`src/rtl/reg_bus_pkg.sv`:
```
// Shared types and widths for the register-bus arbiter.
package reg_bus_pkg;

    localparam int unsigned AW = 6;
    localparam int unsigned DW = 8;

    typedef enum logic [1:0] {
        StIdle = 2'd0,
        StSAcc = 2'd1,
        StHAcc = 2'd2,
        StHAck = 2'd3
    } arb_state_t;

    typedef enum logic {
        OpRd = 1'b0,
        OpWr = 1'b1
    } op_t;

    typedef struct packed {
        logic          valid;
        op_t           op;
        logic [AW-1:0] addr;
        logic [DW-1:0] wdata;
    } pend_t;

endpackage

```
`src/rtl/reg_pend_slot.sv`:
```
// One-entry holding slot for decoder strobes that cannot be issued right away.
module reg_pend_slot
    import reg_bus_pkg::*;
(
    input  logic          i_clk,
    input  logic          i_rst,
    input  logic          i_s_read,
    input  logic          i_s_write,
    input  logic [AW-1:0] i_s_addr,
    input  logic [DW-1:0] i_s_wdata,
    input  logic          i_drain,   // slot content is issued on the bus this cycle
    input  logic          i_bypass,  // new strobe is issued directly, do not capture it
    output logic          o_valid,
    output logic          o_we,
    output logic [AW-1:0] o_addr,
    output logic [DW-1:0] o_wdata,
    output logic          o_ovf
);

    pend_t r_pend;
    logic  r_ovf;
    logic  w_load;

    assign w_load = (i_s_read | i_s_write) & ~i_bypass;

    // Capture/overwrite on a strobe, clear on drain; overflow is sticky until reset.
    always_ff @(posedge i_clk or posedge i_rst) begin
        if (i_rst) begin
            r_pend <= '0;
            r_ovf  <= 1'b0;
        end else begin
            if (w_load) begin
                r_pend.valid <= 1'b1;
                r_pend.op    <= i_s_write ? OpWr : OpRd;
                r_pend.addr  <= i_s_addr;
                r_pend.wdata <= i_s_wdata;
            end else if (i_drain) begin
                r_pend.valid <= 1'b0;
            end
            if (w_load && r_pend.valid && !i_drain) begin
                r_ovf <= 1'b1;
            end
        end
    end

    assign o_valid = r_pend.valid;
    assign o_we    = (r_pend.op == OpWr);
    assign o_addr  = r_pend.addr;
    assign o_wdata = r_pend.wdata;
    assign o_ovf   = r_ovf;

endmodule

```
`src/rtl/reg_bus_arbiter.sv`:
```
// Arbitrates the register-file bus between the SPI decoder (S, priority) and a
// handshaked hardware master (H). All outputs are registered.
module reg_bus_arbiter
    import reg_bus_pkg::*;
(
    input  logic          i_clk,
    input  logic          i_rst,
    input  logic          i_s_read,
    input  logic          i_s_write,
    input  logic [AW-1:0] i_s_addr,
    input  logic [DW-1:0] i_s_wdata,
    output logic [DW-1:0] o_s_rdata,
    output logic          o_s_ovf,
    input  logic          i_h_req,
    input  logic          i_h_we,
    input  logic [AW-1:0] i_h_addr,
    input  logic [DW-1:0] i_h_wdata,
    output logic          o_h_ack,
    output logic [DW-1:0] o_h_rdata,
    output logic          o_reg_read,
    output logic          o_reg_write,
    output logic [AW-1:0] o_reg_addr,
    output logic [DW-1:0] o_reg_wdata,
    input  logic [DW-1:0] i_reg_rdata
);

    arb_state_t    r_state;
    arb_state_t    w_state_next;

    logic          r_reg_read;
    logic          r_reg_write;
    logic [AW-1:0] r_reg_addr;
    logic [DW-1:0] r_reg_wdata;
    logic          r_h_ack;
    logic [DW-1:0] r_h_rdata;
    logic [DW-1:0] r_s_rdata;

    logic          w_reg_read_d;
    logic          w_reg_write_d;
    logic [AW-1:0] w_reg_addr_d;
    logic [DW-1:0] w_reg_wdata_d;
    logic          w_h_ack_d;
    logic [DW-1:0] w_h_rdata_d;
    logic [DW-1:0] w_s_rdata_d;

    logic          w_s_strobe;
    logic          w_idle;
    logic          w_drain;
    logic          w_bypass;
    logic          w_pend_valid;
    logic          w_pend_we;
    logic [AW-1:0] w_pend_addr;
    logic [DW-1:0] w_pend_wdata;

    assign w_s_strobe = i_s_read | i_s_write;
    assign w_idle     = (r_state == StIdle);
    // In IDLE a held entry goes out first; a fresh strobe only bypasses an empty slot.
    assign w_drain    = w_idle & w_pend_valid;
    assign w_bypass   = w_idle & ~w_pend_valid;

    reg_pend_slot u_slot (
        .i_clk     (i_clk),
        .i_rst     (i_rst),
        .i_s_read  (i_s_read),
        .i_s_write (i_s_write),
        .i_s_addr  (i_s_addr),
        .i_s_wdata (i_s_wdata),
        .i_drain   (w_drain),
        .i_bypass  (w_bypass),
        .o_valid   (w_pend_valid),
        .o_we      (w_pend_we),
        .o_addr    (w_pend_addr),
        .o_wdata   (w_pend_wdata),
        .o_ovf     (o_s_ovf)
    );

    // State register.
    always_ff @(posedge i_clk or posedge i_rst) begin
        if (i_rst) begin
            r_state <= StIdle;
        end else begin
            r_state <= w_state_next;
        end
    end

    // Next-state: S work beats H, every access is a fixed-length sequence.
    always_comb begin
        w_state_next = r_state;
        case (r_state)
            StIdle: begin
                if (w_pend_valid || w_s_strobe) begin
                    w_state_next = StSAcc;
                end else if (i_h_req) begin
                    w_state_next = StHAcc;
                end
            end
            StSAcc:  w_state_next = StIdle;
            StHAcc:  w_state_next = StHAck;
            StHAck:  w_state_next = StIdle;
            default: w_state_next = StIdle;
        endcase
    end

    // Output next values: bus strobes last one cycle, address/data hold otherwise.
    always_comb begin
        w_reg_read_d  = 1'b0;
        w_reg_write_d = 1'b0;
        w_reg_addr_d  = r_reg_addr;
        w_reg_wdata_d = r_reg_wdata;
        w_h_ack_d     = 1'b0;
        w_h_rdata_d   = r_h_rdata;
        w_s_rdata_d   = r_s_rdata;
        case (r_state)
            StIdle: begin
                // Read-ahead: refresh the snapshot only when the bus points at s_addr.
                if (r_reg_addr == i_s_addr) begin
                    w_s_rdata_d = i_reg_rdata;
                end
                if (w_pend_valid) begin
                    w_reg_write_d = w_pend_we;
                    w_reg_read_d  = ~w_pend_we;
                    w_reg_addr_d  = w_pend_addr;
                    w_reg_wdata_d = w_pend_wdata;
                end else if (w_s_strobe) begin
                    w_reg_write_d = i_s_write;
                    w_reg_read_d  = i_s_read & ~i_s_write;
                    w_reg_addr_d  = i_s_addr;
                    w_reg_wdata_d = i_s_wdata;
                end else if (i_h_req) begin
                    w_reg_write_d = i_h_we;
                    w_reg_read_d  = ~i_h_we;
                    w_reg_addr_d  = i_h_addr;
                    w_reg_wdata_d = i_h_wdata;
                end else begin
                    w_reg_addr_d = i_s_addr;
                end
            end
            StHAcc: begin
                // reg_rdata is valid for the H address during the strobe cycle.
                w_h_ack_d = 1'b1;
                if (r_reg_read) begin
                    w_h_rdata_d = i_reg_rdata;
                end
            end
            default: ;
        endcase
    end

    // Output registers.
    always_ff @(posedge i_clk or posedge i_rst) begin
        if (i_rst) begin
            r_reg_read  <= 1'b0;
            r_reg_write <= 1'b0;
            r_reg_addr  <= '0;
            r_reg_wdata <= '0;
            r_h_ack     <= 1'b0;
            r_h_rdata   <= '0;
            r_s_rdata   <= '0;
        end else begin
            r_reg_read  <= w_reg_read_d;
            r_reg_write <= w_reg_write_d;
            r_reg_addr  <= w_reg_addr_d;
            r_reg_wdata <= w_reg_wdata_d;
            r_h_ack     <= w_h_ack_d;
            r_h_rdata   <= w_h_rdata_d;
            r_s_rdata   <= w_s_rdata_d;
        end
    end

    assign o_reg_read  = r_reg_read;
    assign o_reg_write = r_reg_write;
    assign o_reg_addr  = r_reg_addr;
    assign o_reg_wdata = r_reg_wdata;
    assign o_h_ack     = r_h_ack;
    assign o_h_rdata   = r_h_rdata;
    assign o_s_rdata   = r_s_rdata;

endmodule

```
`config.mk`:
```
export PLATFORM = sky130hd
export DESIGN_NAME = reg_bus_arbiter
export DESIGN_NICKNAME = d
export VERILOG_FILES = /design/src/rtl/reg_bus_pkg.sv /design/src/rtl/reg_pend_slot.sv /design/src/rtl/reg_bus_arbiter.sv
export SDC_FILE = /design/constraint.sdc
export NUM_CORES = 1
export LEC_CHECK = 0
export CAP_MARGIN = 20
export CORE_MARGIN = 5
export CORE_UTILIZATION = 46
export DETAILED_ROUTE_END_ITERATION = 16
export GPL_TIMING_DRIVEN = 0
export PLACE_DENSITY = 0.8
export SKIP_CTS_REPAIR_TIMING = 1
export SLEW_MARGIN = 15
export SYNTH_ARGS = -nofsm -noshare
export SYNTH_HDL_FRONTEND = slang
export SYNTH_SLANG_ARGS = --single-unit
```
`constraint.sdc`:
```
create_clock -name i_clk -period 2.3 [get_ports i_clk]
set_input_delay 0.23 -clock i_clk [delete_from_list [all_inputs] [get_ports i_clk]]
set_output_delay 0.23 -clock i_clk [all_outputs]
set_load 0.01 [all_outputs]
```
==> summary.md, run 1 <==
| Metric | Value |
|---|---|
| Outcome | `completed` |
| Post-synthesis adder-cell area fraction | `0` |
| DR DRC count | `0` |
| Worst-path cell chain | `nor2_4, nand4_2, nor4_4, mux2_2` |
| Number of diodes | `0` |
| Sw power | `between 1 and 1.5 mW` |
| Net Sw Frac | `0.344` |
| Placer congestion estimate | `~0.75` |
| First-pass GRT wire length | `8.59 mm` |
| Detailed-route via count | `~1800` |
| Die footprint | `6620 sq um` |
| Initial core utilization | `0.468` |
| Compound-Gate Fraction of Synth Area | `0.102` |
| Async S/R FF share, synth | `1.00` |
| Synth area leaders | `dfrtp_1 (56%), mux2_2 (18%), o21ai_0 (6.2%)` |
| CTS tree | `done` |
| Root Buffer | `clkbuf_8` |
| Site Rows | `26` |
| PwrDens | `between 1000 and 1500 nW/um^2` |
| Period minus WS final | `between 1500 and 2000 ps` |
| WL/cell | `around 15 microns` |
| Area Growth Syn to Fin | `40.0%` |
| Final Skew | `roughly 13 ps` |
| Initial antenna violation count | `0` |
| Seq pwr share | `0.407` |
| Clock Sink Count | `52` |
| Path type of the worst setup path | `reg -> reg` |
| Synth area leader | `dfrtp_1` |
| Final TNS setup | `0 ps` |
| Critical Path Fanout Max | `10` |
| DIE HEIGHT | `slightly above 80 microns` |
| Reg clk slew, reported paths | `90 ps` |
| Final Slew Violations | `0` |
| Synth warn | `0` |
| Slew @ Worst Pin | `between 600 and 700 ps` |
| Worst-Skew Late Latency | `300 ps` |
| Seq/Total Area, Yosys | `0.556` |
| Slew margin rel. | `0.585` |
| Share of the synthesized area in the top cell type | `0.556` |
| Power Internal | `around 2.4 mW` |
| Final nets | `322` |
| Routed Antenna Nets | `0` |
| Number of flops mapped to enable cells by yosys | `0` |
| Final setup vio count | `0` |
| Maxcap violations | `0` |
| Post-detail-place hpwl | `between 4 and 5 mm` |
| Post-synthesis mux area share | `0.217` |
| Clk pwr share | `0.133` |
| Remaining Overflow, GRT | `0` |
| XOR/XNOR share of the synthesized area | `0.0224` |
| Startpoint Class | `flip-flop` |
| Share of cells above drive strength 1 | `0.211` |
| Vias in the first global route | `around 1800` |
| Clock Tree Buf Depth | `2` |
| Routed wire length | `between 5 and 6 mm` |
| Critical path's slowest cell | `nor4_4` |
| Vias per std cell | `between 5 and 6` |
| Maximum clock rate | `around 0.53 GHz` |
| FF+latch count, synth | `52` |
| H-Tree Level Count | `2` |
| Fill count | `439` |
| CTS buffer count | `5` |
| GRT Total Usage | `0.171` |
| Reg2reg setup slack | `roughly 410 ps` |
| Crit end category | `flip-flop` |
| Largest family of logic cells by synthesized area | `multiplexers` |
| P_leak | `between 1 and 1.5 nW` |
| Pin count of the biggest net entering global routing | `28` |
| CP top delay family | `simple AND/OR/NAND/NOR gates` |
| Core area | `around 5000 sq um` |
| Drt pass-1 iters | `4` |
| Simple-gate share of the synthesized area | `0.0823` |
| IR drop worst, VDD | `roughly 0.59 mV` |
| Buffers and inverters on the worst path | `0` |
| Endpoints failing hold | `0` |
| Initial DRC count | `90` |
| Syn Inst Count | `roughly 200` |
| Top FF cell, synth | `dfrtp_1` |
| Crit path largest cell delay | `roughly 490 ps` |
| Average size of a mapped cell | `~12 sq um` |
| Critical path arrival | `around 2100 ps` |
| Unrepaired setup endpoints after global routing | `no` |
| Fin crit share | `0.823` |
| Die Width | `81.4 microns` |
| Synth Cell Area | `approximately 2300 sq um` |
| Final std cells w/o fill | `350` |
| Placed Cells | `343` |
| Logic pwr share | `0.460` |
| I/O Pins | `76` |
| Port Buffers | `75` |
| Hold Path Class | `in -> async` |
| Synthesized net count | `~240` |
| Yosys cell types | `26` |
| WP data required | `roughly 2500 ps` |
-- area by class of cell --
| cell class | count | area [sq um] | area share |
|---|---|---|---|
| inverters | 3 | 11.3 | 0.00344 |
| multi-input cells | 134 | 992 | 0.303 |
| plain buffers | 8 | 37.5 | 0.0115 |
| clock inverters | 1 | 5.00 | 0.00153 |
| repair buffers | 76 | 771 | 0.235 |
| well taps | 70 | 87.6 | 0.0267 |
| flip-flops and latches | 52 | 1300 | 0.397 |
| clock buffers | 6 | 72.6 | 0.0221 |
-- power by group through the flow --
stage	combinational [mW]	clock (mW)	sequential (mW)
floorplan	0.790	0	1.58
global placement	1.64	0	1.48
detailed placement	1.69	0	1.49
CTS	1.69	0.490	1.48
global route	1.83	0.533	1.53
finish	1.68	0.484	1.48
-- flip-flops by register name (all words and copies together), names as in the netlist --
register        flops
u_slot.o_we         1
o_h_rdata           8
o_reg_write         1
r_state             2
o_reg_wdata         8
o_reg_addr          6
o_s_rdata           8
u_slot.o_wdata      8
u_slot.o_addr       6
u_slot.o_valid      1
o_h_ack             1
o_reg_read          1
u_slot.o_ovf        1
-- cell usage after synthesis, types with 2 or more instances --
library cell,count
xnor2_1,3
inv_1,3
dfrtp_1,52
or2_2,2
nand2_1,25
clkbuf_1,4
mux2i_1,8
xor2_1,3
o21ai_0,29
mux2_2,38
buf_2,3
nor2_1,3
a21oi_1,11
-- metal layers --
metal	wire, microns	vias up	global-route usage
li1	-	852	-
met1	2340	865	0.214
met2	2510	76	0.283
met3	509	4	0.0565
met4	53	0	0.0456
met5	0	-	0
-- cell usage in the layout, fill, tap and decap left out, types with 2 or more instances in the layout --
cell             count
nand2_1             25
buf_2                3
xnor2_1              3
inv_1                2
clkbuf_1             5
dfrtp_1             52
clkbuf_8             5
clkdlybuf4s50_1     75
nor2_1               3
mux2i_1              8
or2_2                2
xor2_1               3
mux2_2              38
o21ai_0             29
a21oi_1             11
-- worst paths after layout --
| check | to | from | depth (start not counted) |
|---|---|---|---|
| worst max-delay path | o_s_rdata[7]$_DFFE_PP0P_ | r_state[0]$_DFFE_PP0P_ | 4 |
| worst min-delay path | u_slot.o_we$_DFFE_PP0P_ | i_rst | 2 |
| worst max register to register | o_s_rdata[7]$_DFFE_PP0P_ | r_state[0]$_DFFE_PP0P_ | 4 |
| worst min register to register | u_slot.o_we$_DFFE_PP0P_ | u_slot.o_we$_DFFE_PP0P_ | 2 |
| max in group asynchronous | o_s_rdata[1]$_DFFE_PP0P_ | i_rst | 3 |
| min in group i_clk | u_slot.o_we$_DFFE_PP0P_ | u_slot.o_we$_DFFE_PP0P_ | 2 |
-- cell families (layout without fill, tap and decap cells) --
group | Yosys count | after routing
xor+xnor | 6 | 6
flops | 52 | 52
simple gates | 38 | 38
buf+inv | 11 | 94
compound gates | 44 | 44
mux | 46 | 46
-- worst register-to-register path, cell delays in order (launching register included) --
cell     delay [ps]
dfrtp_1         450
nor2_4          270
nand4_2         160
nor4_4          500
mux2_2          410
-- metrics by stage --
stage               area (sq um)  worst slack [ps]  hold WS (ps)   util  total power, mW
finish                      3280               408           315  0.654             3.64
CTS                         3280               366           329  0.654             3.66
global route                3280               284           362  0.654             3.89
global placement            3180              -171           446  0.635             3.12
floorplan                   2340               694           371      -             2.37
detailed placement          3200               145           458  0.639             3.18
Power figures use the tool's default switching activity.
==> inputs of run 2 (changes only) <==
Clock period 2.3 ns to 1.8 ns, I/O delays scaled along.
==> run 2 against run 1 <==
First-iteration DRC count is 2.2% lower. Clock skew is 1.3 ps lower. Via count is 1.9% higher. Hold slack worse by 51 ps. Global-route usage stayed put. Register-to-register slack worse by 330 ps. Highest routed layer unchanged. Critical path depth is 2 higher. Cell count is 1.1% higher. Critical path type is now in -> reg. Sequential power is 28% higher. Worst setup slack worse by 330 ps. Design area is 1.8% higher.
==> summary.md, run 2 (same netlist as run 1, synthesis figures left out) <==
| Metric | Value |
|---|---|
| Outcome | `completed` |
| Drt pass-1 iters | `4 (unchanged)` |
| Endpoints failing hold | `0 (unchanged)` |
| Critical Path Fanout Max | `10 (unchanged)` |
| Commonest non-fill, non-tap cell in the layout | `clkdlybuf4s50_1` |
| Vias in the first global route | `1808 (unchanged)` |
| Critical path's slowest cell | `clkdlybuf4s50_1` |
| Core area | `5010 sq um (unchanged)` |
| Detailed-route via count | `1832 (+1.9%)` |
| Post-detail-place hpwl | `4.06 mm (unchanged)` |
| Placer congestion estimate | `0.748 (unchanged)` |
| Final Skew | `11.5 ps (-1.30 ps)` |
| Remaining Overflow, GRT | `0 (unchanged)` |
| CP top delay family | `buffers and inverters` |
| Crit path largest cell delay | `540 ps (+50 ps)` |
| P_leak | `1.38 nW (+2.6%)` |
| Worst r2r src | `o_reg_addr[5]$_DFFE_PP0P_` |
| Slew margin rel. | `0.608 (+0.0231)` |
| Hold Path Class | `in -> async` |
| Port Buffers | `75 (unchanged)` |
| Path type of the worst setup path | `in -> reg` |
| Initial antenna violation count | `0 (unchanged)` |
| CTS tree | `done` |
| Site Rows | `26 (unchanged)` |
| PwrDens | `1420 nW/um^2 (+28%)` |
| WP depth | `6 (+2)` |
| Buffers and inverters on the worst path | `3 (+3)` |
| Pin count of the biggest net entering global routing | `28 (unchanged)` |
| Period minus WS final | `~1700 ps` |
| Die footprint | `6620 sq um (unchanged)` |
| Metal2 WL | `2.48 mm (-1.0%)` |
| Initial core utilization | `0.468 (unchanged)` |
| Initial DRC count | `88 (-2.2%)` |
| Worst-path cell chain | `clkdlybuf4s50_1, or2_2, buf_2, o21ai_4, buf_6, mux2_2` |
| Root Buffer | `clkbuf_8` |
| Die Width | `81.4 microns (unchanged)` |
| Reg2Reg Depth | `5 (+1)` |
| Reg clk slew, reported paths | `90 ps (about the same)` |
| FF-to-FF End | `o_s_rdata[7]$_DFFE_PP0P_` |
| WL met1 | `2.36 mm (+1.1%)` |
| Met3 WL post-DR | `517 microns (+1.6%)` |
| Top Layer Used | `met4` |
| Critical path arrival | `1910 ps (-160 ps)` |
| IR drop worst, VDD | `0.782 mV (+32%)` |
| Final nets | `326 (+1.2%)` |
| Maxcap violations | `0 (unchanged)` |
| Worst-Skew Late Latency | `300 ps (about the same)` |
| First-pass GRT wire length | `8.59 mm (unchanged)` |
| Fill count | `428 (-2.5%)` |
| Crit end category | `flip-flop` |
| GRT Total Usage | `0.171 (unchanged)` |
| H-Tree Level Count | `2 (unchanged)` |
| Vias per std cell | `5.18 (+0.80%)` |
| Endpoint of the worst setup timing path | `u_slot.o_addr[0]$_DFFE_PP0P_` |
| Routed Antenna Nets | `0 (unchanged)` |
| DR DRC count | `0 (unchanged)` |
| CTS buffer count | `5 (unchanged)` |
| Number of diodes | `0 (unchanged)` |
| Share of cells above drive strength 1 | `0.225 (+0.0146)` |
| Startpoint Class | `primary input` |
| Critical Path Source | `i_s_write` |
| Multi-input logic area | `1020 sq um (+2.6%)` |
| Unrepaired setup endpoints after global routing | `no` |
| Area Growth Syn to Fin | `42.5%` |
| Fin crit share | `0.958` |
| Maximum clock rate | `approximately 0.58 GHz` |
| Final Slew Violations | `0 (unchanged)` |
| Final TNS setup | `0 ps (unchanged)` |
| Cell area after layout | `3340 sq um (+1.8%)` |
| Reg2reg setup slack | `80 ps (-330 ps)` |
| FF/Latch Area | `1300 sq um (unchanged)` |
| Slew @ Worst Pin | `587 ps (-30.8 ps)` |
| DIE HEIGHT | `81.4 microns (unchanged)` |
| WL/cell | `15.3 microns (-0.87%)` |
| I/O Pins | `76 (unchanged)` |
| Clock Tree Buf Depth | `2 (unchanged)` |
| Area after DPL | `3200 sq um (unchanged)` |
| Final setup vio count | `0 (unchanged)` |
| Routed wire length | `5.42 mm (+0.26%)` |
| Clock Sink Count | `52 (unchanged)` |
| Commonest cells after routing, fill and taps aside | `clkdlybuf4s50_1 (75), dfrtp_1 (52), mux2_2 (38), o21ai_0 (29), nand2_1 (25)` |
| WP data required | `1990 ps (-490 ps)` |
[run 2: routing by layer]
| metal | vias to the layer above | GRT usage |
|---|---|---|
| li1 | 863 | - |
| met4 | 0 | 0.0456 |
| met3 | 6 | 0.0565 |
| met2 | 76 | 0.283 |
| met5 | - | 0 |
| met1 | 887 | 0.214 |
[run 2: how the worst min path moves through the flow]
stage                                       start                       endpoint  slack [ps]  cells past startpoint
final                                       i_rst  u_slot.o_wdata[4]$_DFFE_PP0P_         260                      2
after detailed placement  u_slot.o_we$_DFFE_PP0P_        u_slot.o_we$_DFFE_PP0P_         460                      2
after global routing                        i_rst     o_reg_wdata[2]$_DFFE_PP0P_         310                      2
after global placement    u_slot.o_we$_DFFE_PP0P_        u_slot.o_we$_DFFE_PP0P_         450                      2
after CTS                                   i_rst        u_slot.o_we$_DFFE_PP0P_         280                      2
after floorplan                         i_s_write        u_slot.o_we$_DFFE_PP0P_         320                      2
[run 2: cell type report]
cell class,instances,share of cell area
Buffer,8,0.0124
Clock inverter,1,0.00150
Timing Repair Buffer,80,0.240
Tap cell,70,0.0262
Clock buffer,6,0.0217
Sequential cell,52,0.390
Inverter,3,0.00337
Multi-Input combinational cell,134,0.305
[run 2: worst reg2reg max path, delay by kind of cell (launching register included)]
family	cells	cell delay, ps
and+or+nand+nor	2	430
DFF	1	420
muxes	1	350
buffers and inverters	1	210
xor gates and xnor gates	1	190
[run 2: where the power goes]
part,total [mW],switching (mW),internal (mW)
Combinational,2.24,1.00,1.24
Clock,0.615,0.350,0.265
Sequential,1.90,0.280,1.62
[run 2: per-stage QoR]
| step | cells | power [mW] | setup slack (ps) | util | hold slack [ps] |
|---|---|---|---|---|---|
| after floorplan | 197 | 3.03 | 194 | - | 321 |
| after global routing | 354 | 5.08 | 14.8 | 0.666 | 312 |
| after global placement | 342 | 3.99 | -621 | 0.635 | 446 |
| after CTS | 350 | 4.68 | -134 | 0.654 | 279 |
| final | 354 | 4.75 | 76.4 | 0.666 | 263 |
| after detailed placement | 343 | 4.06 | -305 | 0.639 | 458 |
